## src/rtl/replay_sequencer_pkg.sv

```systemverilog
// Shared definitions for the replay sequencer: FSM state encoding and
// default parameter values.
package replay_sequencer_pkg;

  localparam int unsigned DEF_DATA_WIDTH = 32;
  localparam int unsigned DEF_DEPTH      = 8;
  localparam int unsigned DEF_MAX_PASSES = 16;

  typedef enum logic [2:0] {
    ST_IDLE   = 3'd0,
    ST_STREAM = 3'd1,
    ST_SKIP   = 3'd2,
    ST_DRAIN  = 3'd3,
    ST_FLUSH  = 3'd4
  } state_t;

endpackage

```

## src/rtl/replay_sequencer.sv

```systemverilog
// Replays the first len elements of a wrapping re-readable buffer for a
// configured number of passes, then flushes the buffer and pulses done.
module replay_sequencer
  import replay_sequencer_pkg::*;
#(
  parameter int unsigned DATA_WIDTH = DEF_DATA_WIDTH,
  parameter int unsigned DEPTH      = DEF_DEPTH,
  parameter int unsigned MAX_PASSES = DEF_MAX_PASSES,
  localparam int unsigned ADDR_W    = $clog2(DEPTH),
  localparam int unsigned PASS_W    = $clog2(MAX_PASSES + 1)
) (
  input  logic                  clk_i,
  input  logic                  rst_i,
  input  logic                  start_i,
  input  logic [ADDR_W:0]       cfg_len_i,
  input  logic [PASS_W-1:0]     cfg_passes_i,
  output logic                  busy_o,
  input  logic [DATA_WIDTH-1:0] buf_data_i,
  input  logic                  buf_empty_i,
  output logic                  buf_pop_o,
  output logic                  buf_flush_o,
  output logic                  out_valid_o,
  input  logic                  out_ready_i,
  output logic [DATA_WIDTH-1:0] out_data_o,
  output logic                  out_last_elem_o,
  output logic                  out_last_pass_o,
  output logic                  done_o,
  output logic [2:0]            dbg_state_o
);

  // Downstream handshake: an element transfers on a cycle where
  // out_valid_o & out_ready_i; while out_valid_o & ~out_ready_i the data,
  // valid and both last flags are held unchanged.

  localparam logic [ADDR_W:0]   DEPTH_L = (ADDR_W + 1)'(DEPTH);
  localparam logic [ADDR_W:0]   ONE_L   = (ADDR_W + 1)'(1);
  localparam logic [PASS_W-1:0] MAXP_L  = PASS_W'(MAX_PASSES);
  localparam logic [PASS_W-1:0] ONE_P   = PASS_W'(1);

  state_t                r_state;
  state_t                w_next;
  logic [ADDR_W:0]       r_len;
  logic [ADDR_W:0]       r_elem_cnt;
  logic [ADDR_W:0]       r_skip_cnt;
  logic [PASS_W-1:0]     r_passes;
  logic [PASS_W-1:0]     r_pass_cnt;
  logic [DATA_WIDTH-1:0] r_data;
  logic                  r_valid;
  logic                  r_last_elem;
  logic                  r_last_pass;

  logic [ADDR_W:0]       w_cfg_len;
  logic [PASS_W-1:0]     w_cfg_passes;
  logic                  w_last_elem;
  logic                  w_last_pass;
  logic                  w_skip_last;
  logic                  w_pop;
  logic                  w_flush;
  logic                  w_done;

  assign w_cfg_len    = (cfg_len_i > DEPTH_L) ? DEPTH_L : cfg_len_i;
  assign w_cfg_passes = (cfg_passes_i > MAXP_L) ? MAXP_L : cfg_passes_i;
  assign w_last_elem  = (r_elem_cnt == (r_len - ONE_L));
  assign w_last_pass  = (r_pass_cnt == (r_passes - ONE_P));
  assign w_skip_last  = (r_skip_cnt == '0);

  always_ff @(posedge clk_i or posedge rst_i) begin
    if (rst_i) r_state <= ST_IDLE;
    else       r_state <= w_next;
  end

  always_comb begin
    w_next  = r_state;
    w_pop   = 1'b0;
    w_flush = 1'b0;
    w_done  = 1'b0;
    case (r_state)
      ST_IDLE: begin
        if (start_i) begin
          if ((w_cfg_len == '0) || (w_cfg_passes == '0)) w_next = ST_FLUSH;
          else                                           w_next = ST_STREAM;
        end
      end
      ST_STREAM: begin
        w_pop = ~buf_empty_i & (~r_valid | out_ready_i);
        if (w_pop && w_last_elem) begin
          if (w_last_pass)          w_next = ST_DRAIN;
          else if (r_len < DEPTH_L) w_next = ST_SKIP;
          else                      w_next = ST_STREAM;
        end
      end
      ST_SKIP: begin
        // Discard the unused tail so the read pointer wraps back to entry 0.
        w_pop = ~buf_empty_i;
        if (w_pop && w_skip_last) w_next = ST_STREAM;
      end
      ST_DRAIN: begin
        if (~r_valid | out_ready_i) w_next = ST_FLUSH;
      end
      ST_FLUSH: begin
        w_flush = 1'b1;
        w_done  = 1'b1;
        w_next  = ST_IDLE;
      end
      default: w_next = ST_IDLE;
    endcase
  end

  always_ff @(posedge clk_i or posedge rst_i) begin
    if (rst_i) begin
      r_len      <= '0;
      r_passes   <= '0;
      r_elem_cnt <= '0;
      r_pass_cnt <= '0;
      r_skip_cnt <= '0;
    end else begin
      case (r_state)
        ST_IDLE: begin
          if (start_i) begin
            r_len      <= w_cfg_len;
            r_passes   <= w_cfg_passes;
            r_elem_cnt <= '0;
            r_pass_cnt <= '0;
          end
        end
        ST_STREAM: begin
          if (w_pop) begin
            if (!w_last_elem) begin
              r_elem_cnt <= r_elem_cnt + ONE_L;
            end else if (!w_last_pass) begin
              r_elem_cnt <= '0;
              r_pass_cnt <= r_pass_cnt + ONE_P;
              if (r_len < DEPTH_L) r_skip_cnt <= DEPTH_L - r_len - ONE_L;
            end
          end
        end
        ST_SKIP: begin
          if (w_pop && !w_skip_last) r_skip_cnt <= r_skip_cnt - ONE_L;
        end
        default: ;
      endcase
    end
  end

  always_ff @(posedge clk_i or posedge rst_i) begin
    if (rst_i) begin
      r_data      <= '0;
      r_valid     <= 1'b0;
      r_last_elem <= 1'b0;
      r_last_pass <= 1'b0;
    end else if ((r_state == ST_STREAM) && w_pop) begin
      r_data      <= buf_data_i;
      r_valid     <= 1'b1;
      r_last_elem <= w_last_elem;
      r_last_pass <= w_last_pass;
    end else if (out_ready_i) begin
      r_valid <= 1'b0;
    end
  end

  assign busy_o          = (r_state != ST_IDLE);
  assign buf_pop_o       = w_pop;
  assign buf_flush_o     = w_flush;
  assign done_o          = w_done;
  assign out_valid_o     = r_valid;
  assign out_data_o      = r_data;
  assign out_last_elem_o = r_last_elem;
  assign out_last_pass_o = r_last_pass;
  assign dbg_state_o     = r_state;

endmodule
```

## config.mk

```make
export PLATFORM = sky130hd
export DESIGN_NAME = replay_sequencer
export DESIGN_NICKNAME = d
export VERILOG_FILES = /design/src/rtl/replay_sequencer_pkg.sv /design/src/rtl/replay_sequencer.sv
export SDC_FILE = /design/constraint.sdc
export NUM_CORES = 1
export LEC_CHECK = 0
export BUFFER_PORTS_ARGS = -buffer_cell sky130_fd_sc_hd__buf_2
export CORE_MARGIN = 3
export CORE_UTILIZATION = 50
export DETAILED_ROUTE_END_ITERATION = 7
export PLACE_DENSITY = 0.75
export SYNTH_ARGS = -nofsm -noshare
export SYNTH_HDL_FRONTEND = slang
export SYNTH_SLANG_ARGS = --single-unit
```

## constraint.sdc

```tcl
create_clock -name clk_i -period 2.5 [get_ports clk_i]
set_input_delay 0 -clock clk_i [delete_from_list [all_inputs] [get_ports clk_i]]
set_output_delay 0 -clock clk_i [all_outputs]
set_load 0.03 [all_outputs]
```

==> results_dict.tcl, run 1 <==
set metrics [dict create \
    status "completed" \
    vias 2838 \
    grt_max_degree 40 \
    cts_buffers 9 \
    routed.top_layer "met4" \
    hp-class "in2reg" \
    syn2layout_area_growth_pct 40.0 \
    maxCapViolations 0 \
    synth_edf_count 0 \
    root_buffer "clkbuf_8" \
    ir_drop_mv 0.783 \
    clkSlewWorstSetupHoldPaths_ps 70 \
    slew_headroom 0.671 \
    dpl.hpwl_mm 4.95 \
    cts.repair.resized 0 \
    required_ps 2720 \
    dpl_cell_area_mm2 0.00345 \
    crit_type "reg2reg" \
    fmax_mhz 430 \
    netlist_area_mm2 0.00294 \
    fin_crit_sh 0.931 \
    insertion_delay_ps 340 \
    fin_ws_ps 173 \
    yosys_warnings 0 \
    cp_cell_sequence "inv_1 > ha_1 > xnor2_1 > a211oi_1 > o211ai_2 > buf_4 > o31ai_4 > mux2i_1 > nor3_1" \
    synth_top_area_frac 0.511 \
    synth_ff_type "dfrtp_1" \
    first_pass_iters 4 \
    die_w_um 82.7 \
    place_congestion 0.861 \
    worst_pin_slew_ps 493 \
    nNetsFinal 517 \
    powerDensity_mw_per_mm2 1230 \
    dr.first_iter.drc_count 146 \
    die_h_um 82.7 \
    synth_cells 327 \
    antennaDiodeCount 0 \
    core_area_mm2 0.00561 \
    cp-start-kind "flop" \
    drt-met1-wl_mm 3.41 \
    grt_use_total 0.263 \
    fp.dieArea_mm2 0.00684 \
    synthArstFlopShare 1.00 \
    initial_core_util 0.524 \
    via_per_inst 5.24 \
    place_ws_ps 187 \
    synth_top_area_cell "dfrtp_1" \
    fp-row-count 27 \
    seq_area_frac_synth 0.511 \
    synth_fp_nets 378 \
    final.setup.tns_ps 0 \
    syn_area_per_cell_um2 8.99 \
    port_buffers 87 \
    setup_viol 0 \
    fin_crit_ps 2330 \
    synth.area.top_cells "dfrtp_1, nand2_1, o21ai_0, ha_1, nand2b_1" \
    finalHoldViolations 0 \
    cts_tree "yes" \
    worst-r2r-setup-slack_ps 170 \
    drive_above_1_share 0.257 \
    ant_nets 0 \
    synth-seq-cells 60 \
    critPathMaxStageDelay_ps 400 \
    grt_setup_unrepaired "false" \
    cts_buffer_depth 2 \
    drc 0 \
    cts_sinks 60 \
    wl_met2_mm 4.14 \
    grt_pass1_vias 2719 \
    worst_hold_slack_ps 153 \
    grt_pass1_wl_mm 13.2 \
    drt_wl_total_mm 8.34 \
    cp_slowest_cell "dfrtp_1" \
    route.met3.wl_um 542 \
    timing.final.max_slew_violations 0 \
    crit_path_end_kind "flop" \
    fin_skew_ps 9.60 \
    grt_overflow_total 0 \
    ios 88 \
    wire_per_inst_um 15.4 \
    synth_cell_types 50 \
    cp.arrival_ps 2550 \
    antenna_found_initial 0 \
    crit_fanout 6 \
    cts_max_level 3 \
    final_area_mm2 0.00412 \
    leakagePower_nw 2.10 \
]
-- through the flow --
| step | cells | util | power [mW] |
|---|---|---|---|
| after detailed placement | 478 | 0.615 | 4.16 |
| after floorplan | 327 | - | 3.48 |
| after CTS | 542 | 0.734 | 5.03 |
| after global placement | 478 | 0.615 | 4.10 |
| final | 542 | 0.734 | 5.06 |
| after global routing | 542 | 0.734 | 5.41 |
-- final cells by class --
| cell class | instances | area, µm² |
|---|---|---|
| clock inverter | 4 | 25.0 |
| multi-input combinational | 240 | 1330 |
| tap | 72 | 90.1 |
| clock buffer | 11 | 151 |
| timing repair buffer | 142 | 971 |
| sequential | 60 | 1500 |
| fill | 411 | 1490 |
| inverter | 13 | 48.8 |
-- flip-flops by register name, summed over array words and instances, names as in the netlist --
name / cells
out_data_o: 32
r_pass_cnt: 5
r_passes: 5
r_elem_cnt: 4
r_len: 4
r_skip_cnt: 4
dbg_state_o: 3
out_last_elem_o: 1
out_last_pass_o: 1
out_valid_o: 1
-- cells by family (layout without fill, tap and decap cells) --
group / Yosys count / in the layout / synth area share
AO/OA/AOI/OAI: 49 / 49 / 0.114
XOR/XNOR: 11 / 11 / 0.0379
adder cells (fa/ha/maj): 5 / 5 / 0.0213
buffers and inverters: 27 / 170 / 0.0391
flip-flops: 60 / 60 / 0.511
multiplexers: 6 / 6 / 0.0221
AND/OR/NAND/NOR: 169 / 169 / 0.254
-- layout by cell type (no fill, tap or decap), types with 8 or more instances in the layout --
cell	netlist	layout
buf_2	2	87
clkbuf_8	0	11
nand2_1	121	121
dlygate4sd3_1	0	49
inv_1	13	12
nor3_1	9	8
o21ai_0	17	17
dfrtp_1	60	60
nand2b_1	10	10
-- worst max-delay path, delay by kind of cell (launching register included) --
kind / cells / cell delay, ps
DFF: 1 / 400
adders and majority gates: 1 / 310
and+or+nand+nor: 1 / 70
muxes: 1 / 240
AOI/OAI and AO/OA: 3 / 800
buffers and inverters: 2 / 260
xor gates and xnor gates: 1 / 130
-- repair_timing --
item                                    CTS  global route
setup buffers                             0             0
hold buffers                             49             0
endpoints found under the setup margin    0             0
hold endpoints to repair                 65             0
-- Yosys cell counts (2+ instances only) --
cell,instances
a211oi_1,2
o21ai_0,17
nor2b_1,2
nand2b_1,10
ha_1,5
xnor2_1,7
nor2_1,7
a31oi_1,6
and4_1,2
a21o_1,2
a21oi_1,4
and2_1,2
a211o_1,2
nand3_1,6
dfrtp_1,60
buf_2,2
inv_1,13
o211ai_1,4
clkbuf_1,9
mux2_2,4
nand2_1,121
nor3_1,9
xor2_1,3
mux2i_1,2
-- where the power goes --
group	internal, mW	switching, mW
registers	1.38	0.339
clock network	0.404	0.393
logic	0.884	1.65
total	2.67	2.39
-- final timing paths --
check,from,end,cells past startpoint
worst max-delay path,r_passes[0]$_DFFE_PP0P_,r_elem_cnt[2]$_DFFE_PP0P_,9
worst min-delay path,buf_empty_i,r_skip_cnt[3]$_DFFE_PP0P_,3
worst max register to register,r_passes[0]$_DFFE_PP0P_,r_elem_cnt[2]$_DFFE_PP0P_,9
worst min register to register,out_data_o[24]$_DFFE_PP0P_,out_data_o[24]$_DFFE_PP0P_,2
max in group asynchronous,rst_i,out_last_elem_o$_DFFE_PP0P_,4
min in group asynchronous,rst_i,out_data_o[10]$_DFFE_PP0P_,3
-- metal layers --
layer | up-vias | GRT usage
li1 | 1360 | -
met1 | 1345 | 0.336
met2 | 106 | 0.409
met3 | 27 | 0.0835
met4 | 0 | 0.121
met5 | - | 0
No activity file was read; power rests on OpenSTA's default activity.
==> inputs of run 2 (changes only) <==
RECOVER_POWER = 50   (was not set)
clock period = 2.9 ns   (was 2.5 ns; I/O delays follow)
==> results_dict.tcl, run 2 (same netlist as run 1, synthesis figures left out) <==
set metrics [dict create \
    wire_per_inst_um 14.9 \
    ir_drop_mv 0.661 \
    status "completed" \
    fin_crit_sh 0.814 \
    grt_use_total 0.258 \
    vias 2860 \
    dpl.hpwl_mm 4.92 \
    finalHoldViolations 0 \
    p_clk_frac 0.181 \
    clkSlewWorstSetupHoldPaths_ps 70 \
    fin_cells 541 \
    cts_buffer_depth 2 \
    grt_pass1_vias 2703 \
    ios 88 \
    nNetsFinal 515 \
    timing.final.max_slew_violations 0 \
    root_buffer "clkbuf_8" \
    required_ps 3120 \
    maxCapViolations 0 \
    cts.repair.resized 0 \
    grt_setup_unrepaired "false" \
    fin_crit_ps 2360 \
    cts_max_level 3 \
    die_h_um 82.7 \
    setup_viol 0 \
    slew_headroom 0.388 \
    crit_path_end_kind "flop" \
    cts_buffers 9 \
    via_per_inst 5.29 \
    antennaDiodeCount 0 \
    initial_core_util 0.524 \
    fmax_mhz 424 \
    syn2layout_area_growth_pct 39.0 \
    grt_pass1_wl_mm 13.0 \
    worst_pin_slew_ps 918 \
    insertion_delay_ps 340 \
    final_common_cell "nand2_1" \
    drt_wl_total_mm 8.07 \
    switching_power_mw 2.06 \
    die_w_um 82.7 \
    fillers 429 \
    crit_type "reg2reg" \
    crit_fanout 8 \
    core_area_mm2 0.00561 \
    power_frac_seq 0.340 \
    p_comb_frac 0.478 \
    hp-class "in2reg" \
    leakagePower_nw 1.98 \
    fp-row-count 27 \
    dr.first_iter.drc_count 191 \
    grt_max_degree 40 \
    cts_tree "yes" \
    fin_skew_ps 11.2 \
    dp.cells 476 \
    final.setup.tns_ps 0 \
    cts_sinks 60 \
    cp.arrival_ps 2580 \
    drive_above_1_share 0.175 \
    drc 0 \
    cp-start-kind "flop" \
    p_int_mw 2.33 \
    powerDensity_mw_per_mm2 1070 \
    ant_nets 0 \
    grt_overflow_total 0 \
    antenna_found_initial 0 \
    fp.dieArea_mm2 0.00684 \
    largest_reg_flops 32 \
    final_cell_mix "nand2_1, dfrtp_1, buf_2, dlygate4sd3_1, clkbuf_1" \
    place_congestion 0.817 \
    first_pass_iters 5 \
    port_buffers 87 \
    sw_frac_of_total 0.470 \
]
## run 2: power groups by stage
| stage | combinational [mW] | sequential, mW | clock, mW |
|---|---|---|---|
| 5_1_grt | 2.31 | 1.54 | 0.850 |
| 3_3_place_gp | 2.05 | 1.48 | 0 |
| 6_report | 2.10 | 1.49 | 0.796 |
| 3_5_place_dp | 2.10 | 1.48 | 0 |
| 4_1_cts | 2.15 | 1.48 | 0.798 |
| 2_1_floorplan | 1.11 | 1.89 | 0 |
## run 2: layout make-up
| type | instances | area [µm²] | area share |
|---|---|---|---|
| sequential | 60 | 1500 | 0.367 |
| multi-input combinational | 240 | 1330 | 0.325 |
| timing repair buffer | 140 | 907 | 0.222 |
| clock buffer | 11 | 151 | 0.0370 |
| tap | 72 | 90.1 | 0.0220 |
| clock inverter | 5 | 60.1 | 0.0147 |
| inverter | 13 | 48.8 | 0.0119 |
## run 2: what timing repair did
item,CTS,global route
endpoints found under the hold margin,64,0
hold buffers,49,0
buffers inserted,0,0
## run 2: final timing paths
kind                                            start                    endpoint  slack, ps  cells after the start
min reg2reg                out_data_o[18]$_DFFE_PP0P_  out_data_o[18]$_DFFE_PP0P_        480                      2
min                                       out_ready_i     out_valid_o$_DFFE_PP0P_         10                      3
max in group asynchronous                       rst_i  out_data_o[26]$_DFFE_PP0P_       1120                      4
min in group asynchronous                       rst_i   out_data_o[3]$_DFFE_PP0P_        370                      3
max reg2reg                   r_passes[0]$_DFFE_PP0P_   r_skip_cnt[1]$_DFFE_PP0P_        540                      8
max                           r_passes[0]$_DFFE_PP0P_   r_skip_cnt[1]$_DFFE_PP0P_        540                      8
## run 2: critical path, stage by stage, from the launching register on
cell,delay (ps)
dfrtp_1,410
inv_1,60
ha_1,300
xnor2_1,120
a211oi_1,260
o211ai_2,260
a41o_1,360
nand2_1,130
mux2_2,340
## run 2: routing by layer
metal	wire [µm]	vias to the layer above	global-route usage	part of all wire
met3	532	30	0.0824	0.066
met4	303	0	0.137	0.038
met5	0	-	0	0
met2	3900	113	0.388	0.48
li1	-	1357	-	-
met1	3330	1360	0.330	0.41
## run 2: per-stage QoR
step | area (µm²) | setup slack [ps] | total power [mW] | hold slack, ps | util
final | 4090 | 541 | 4.39 | 14.7 | 0.729
after CTS | 4140 | 530 | 4.43 | 3.18 | 0.738
after floorplan | 2940 | 611 | 3.00 | 105 | -
after detailed placement | 3430 | 554 | 3.58 | 50.4 | 0.612
after global routing | 4090 | 383 | 4.70 | 6.54 | 0.729
after global placement | 3430 | 635 | 3.52 | 46.3 | 0.612
==> inputs of run 3 (changes only) <==
ABC_AREA = 1   (was not set)
PLACE_DENSITY = 0.74   (was 0.75)
clock period = 2.28 ns   (was 2.9 ns; I/O delays follow)
==> results_dict.tcl, run 3 <==
set metrics [dict create \
    synth_cell_types 28 \
    final_common_cell "nand2_1" \
    dp.cells 481 \
    ir_drop_mv 1.22 \
    switching_power_mw 2.96 \
    via_per_inst 5.23 \
    cts_sinks 60 \
    cp-start-kind "flop" \
    vias 2840 \
    grt_pass1_wl_mm 13.9 \
    grt_use_total 0.253 \
    synth-seq-cells 60 \
    drc 0 \
    first_pass_iters 7 \
    synth_edf_count 0 \
    slew_headroom 0.262 \
    fp.dieArea_mm2 0.00706 \
    synth_ff_type "dfrtp_1" \
    die_h_um 84.0 \
    crit_start "dbg_state_o[2]$_DFFE_PP0P_" \
    place_congestion 0.883 \
    seq_area_frac_synth 0.493 \
    p_clk_frac 0.172 \
    maxCapViolations 0 \
    setup_viol 0 \
    ant_nets 0 \
    synth_cells 326 \
    fin_crit_ps 2140 \
    cts_buffer_depth 2 \
    p_int_mw 3.33 \
    worst-r2r-setup-slack_ps 140 \
    fmax_mhz 468 \
    cts_buffers 9 \
    netlist_area_mm2 0.00304 \
    cp.arrival_ps 2390 \
    synthArstFlopShare 1.00 \
    nNetsFinal 517 \
    power_mw 6.29 \
    synth_top_area_cell "dfrtp_1" \
    hold_depth 5 \
    min_from "start_i" \
    insertion_delay_ps 340 \
    worstHoldEndpoint "r_len[3]$_DFFE_PP0P_" \
    wire_per_inst_um 16.2 \
    syn_area_per_cell_um2 9.33 \
    fin_cells 543 \
    dr.first_iter.drc_count 204 \
    leakagePower_nw 2.13 \
    port_buffers 87 \
    worst_pin_slew_ps 1110 \
    hp-class "in2reg" \
    status "completed" \
    cts_tree "yes" \
    initial_core_util 0.533 \
    fin_util 0.731 \
    crit_path_end_kind "flop" \
    synthMostInstantiatedCell "nand2_1" \
    fp-row-count 27 \
    drt_wl_total_mm 8.82 \
    antennaDiodeCount 0 \
    finalHoldViolations 0 \
    cts_max_level 3 \
    grt_pass1_vias 2875 \
    synth_top_area_frac 0.493 \
    fin_crit_sh 0.937 \
    required_ps 2530 \
    grt_max_degree 34 \
    powerDensity_mw_per_mm2 1510 \
    r2r_cells 10 \
    root_buffer "clkbuf_8" \
    antenna_found_initial 0 \
    clkSlewWorstSetupHoldPaths_ps 80 \
    timing.final.max_slew_violations 0 \
    core_area_mm2 0.00571 \
    r2r_end "r_passes[1]$_DFFE_PP0P_" \
    fin_ws_ps 143 \
    final_cell_mix "nand2_1, dfrtp_1, buf_2, dlygate4sd3_1" \
    ios 88 \
    p_comb_frac 0.521 \
    crit_fanout 5 \
    grt_overflow_total 0 \
    place_ws_ps 297 \
    crit_type "reg2reg" \
    final.setup.tns_ps 0 \
    dpl.hpwl_mm 5.22 \
    power_frac_seq 0.307 \
    synth_fp_nets 377 \
    synth.area.top_cells "dfrtp_1, nand2_1, mux2_4, mux2_2, inv_1" \
    fin_skew_ps 12.5 \
    synth_common_cells "nand2_1, dfrtp_1, inv_1" \
    grt_setup_unrepaired "false" \
    syn2layout_area_growth_pct 37.2 \
    yosys_warnings 0 \
    die_w_um 84.0 \
    largest_reg_flops 32 \
    r2r_start "dbg_state_o[2]$_DFFE_PP0P_" \
    sw_frac_of_total 0.471 \
    drive_above_1_share 0.253 \
]
==> run 3: cell count changes after synthesis, moves of 9 or more <==
cell	before	now
inv_1	13	37
nand2_1	121	91
clkbuf_1	9	0
nand2b_1	10	0
nand3_1	6	23
mux2_4	0	14
mux2_2	4	18
==> run 3: worst max path at each step <==
| stage | to | slack, ps | cells after the start |
|---|---|---|---|
| after CTS | r_passes[1]$_DFFE_PP0P_ | 20 | 10 |
| after global routing | r_passes[1]$_DFFE_PP0P_ | 40 | 10 |
| after global placement | r_elem_cnt[0]$_DFFE_PP0P_ | 340 | 11 |
| after floorplan | buf_pop_o | 470 | 4 |
| final | r_passes[1]$_DFFE_PP0P_ | 140 | 10 |
| after detailed placement | r_pass_cnt[4]$_DFFE_PP0P_ | 300 | 9 |
==> run 3: area by class of cell <==
| class | count | area [µm²] |
|---|---|---|
| multi-input combinational | 222 | 1350 |
| fill | 425 | 1530 |
| inverter | 37 | 139 |
| clock buffer | 10 | 138 |
| sequential | 60 | 1500 |
| tap | 72 | 90.1 |
| timing repair buffer | 136 | 867 |
| clock inverter | 6 | 87.6 |
==> run 3: cell families after synthesis <==
family	after synthesis	share of synthesized area
compound gates	27	0.0473
xor+xnor	6	0.0173
fa+ha+maj	5	0.0206
buf+inv	44	0.0641
flops	60	0.493
mux	32	0.136
simple gates	152	0.222
==> run 3: what timing repair did <==
action / in CTS / in global routing
gates resized for setup: 0 / 4
setup endpoints to repair: 0 / 1
hold buffers: 44 / 0
hold endpoints to repair: 71 / 0
setup buffers: 0 / 2
==> run 3: power groups by stage <==
stage | clock [mW] | sequential [mW] | combinational [mW]
after detailed placement | 0 | 1.88 | 3.17
after global placement | 0 | 1.85 | 3.11
after CTS | 1.09 | 1.87 | 3.25
final | 1.08 | 1.93 | 3.28
after floorplan | 0 | 2.49 | 1.76
after global routing | 1.14 | 1.98 | 3.56
==> run 3: metrics by stage <==
stage	cell area (µm²)	hold slack, ps
2_1_floorplan	3040	121
3_3_place_gp	3550	118
3_5_place_dp	3550	122
4_1_cts	4210	131
5_1_grt	4180	182
6_report	4180	171
==> run 3: worst max-delay path, cell delays in order, from the launching register on <==
cell           delay (ps)
dfrtp_2               470
inv_1                 120
nand2_1                90
nor2_2                170
inv_1                 130
nor2_4                160
inv_2                 100
nor2_4                130
nand2_1                60
dlygate4sd3_1         550
o21ai_0                80
==> run 3: routing by layer <==
layer | vias to the layer above | global-route usage | share of wire
met5 | - | 0 | 0
met4 | 0 | 0.115 | 0.035
met3 | 32 | 0.0652 | 0.067
met2 | 130 | 0.460 | 0.54
met1 | 1332 | 0.273 | 0.36
li1 | 1346 | - | -
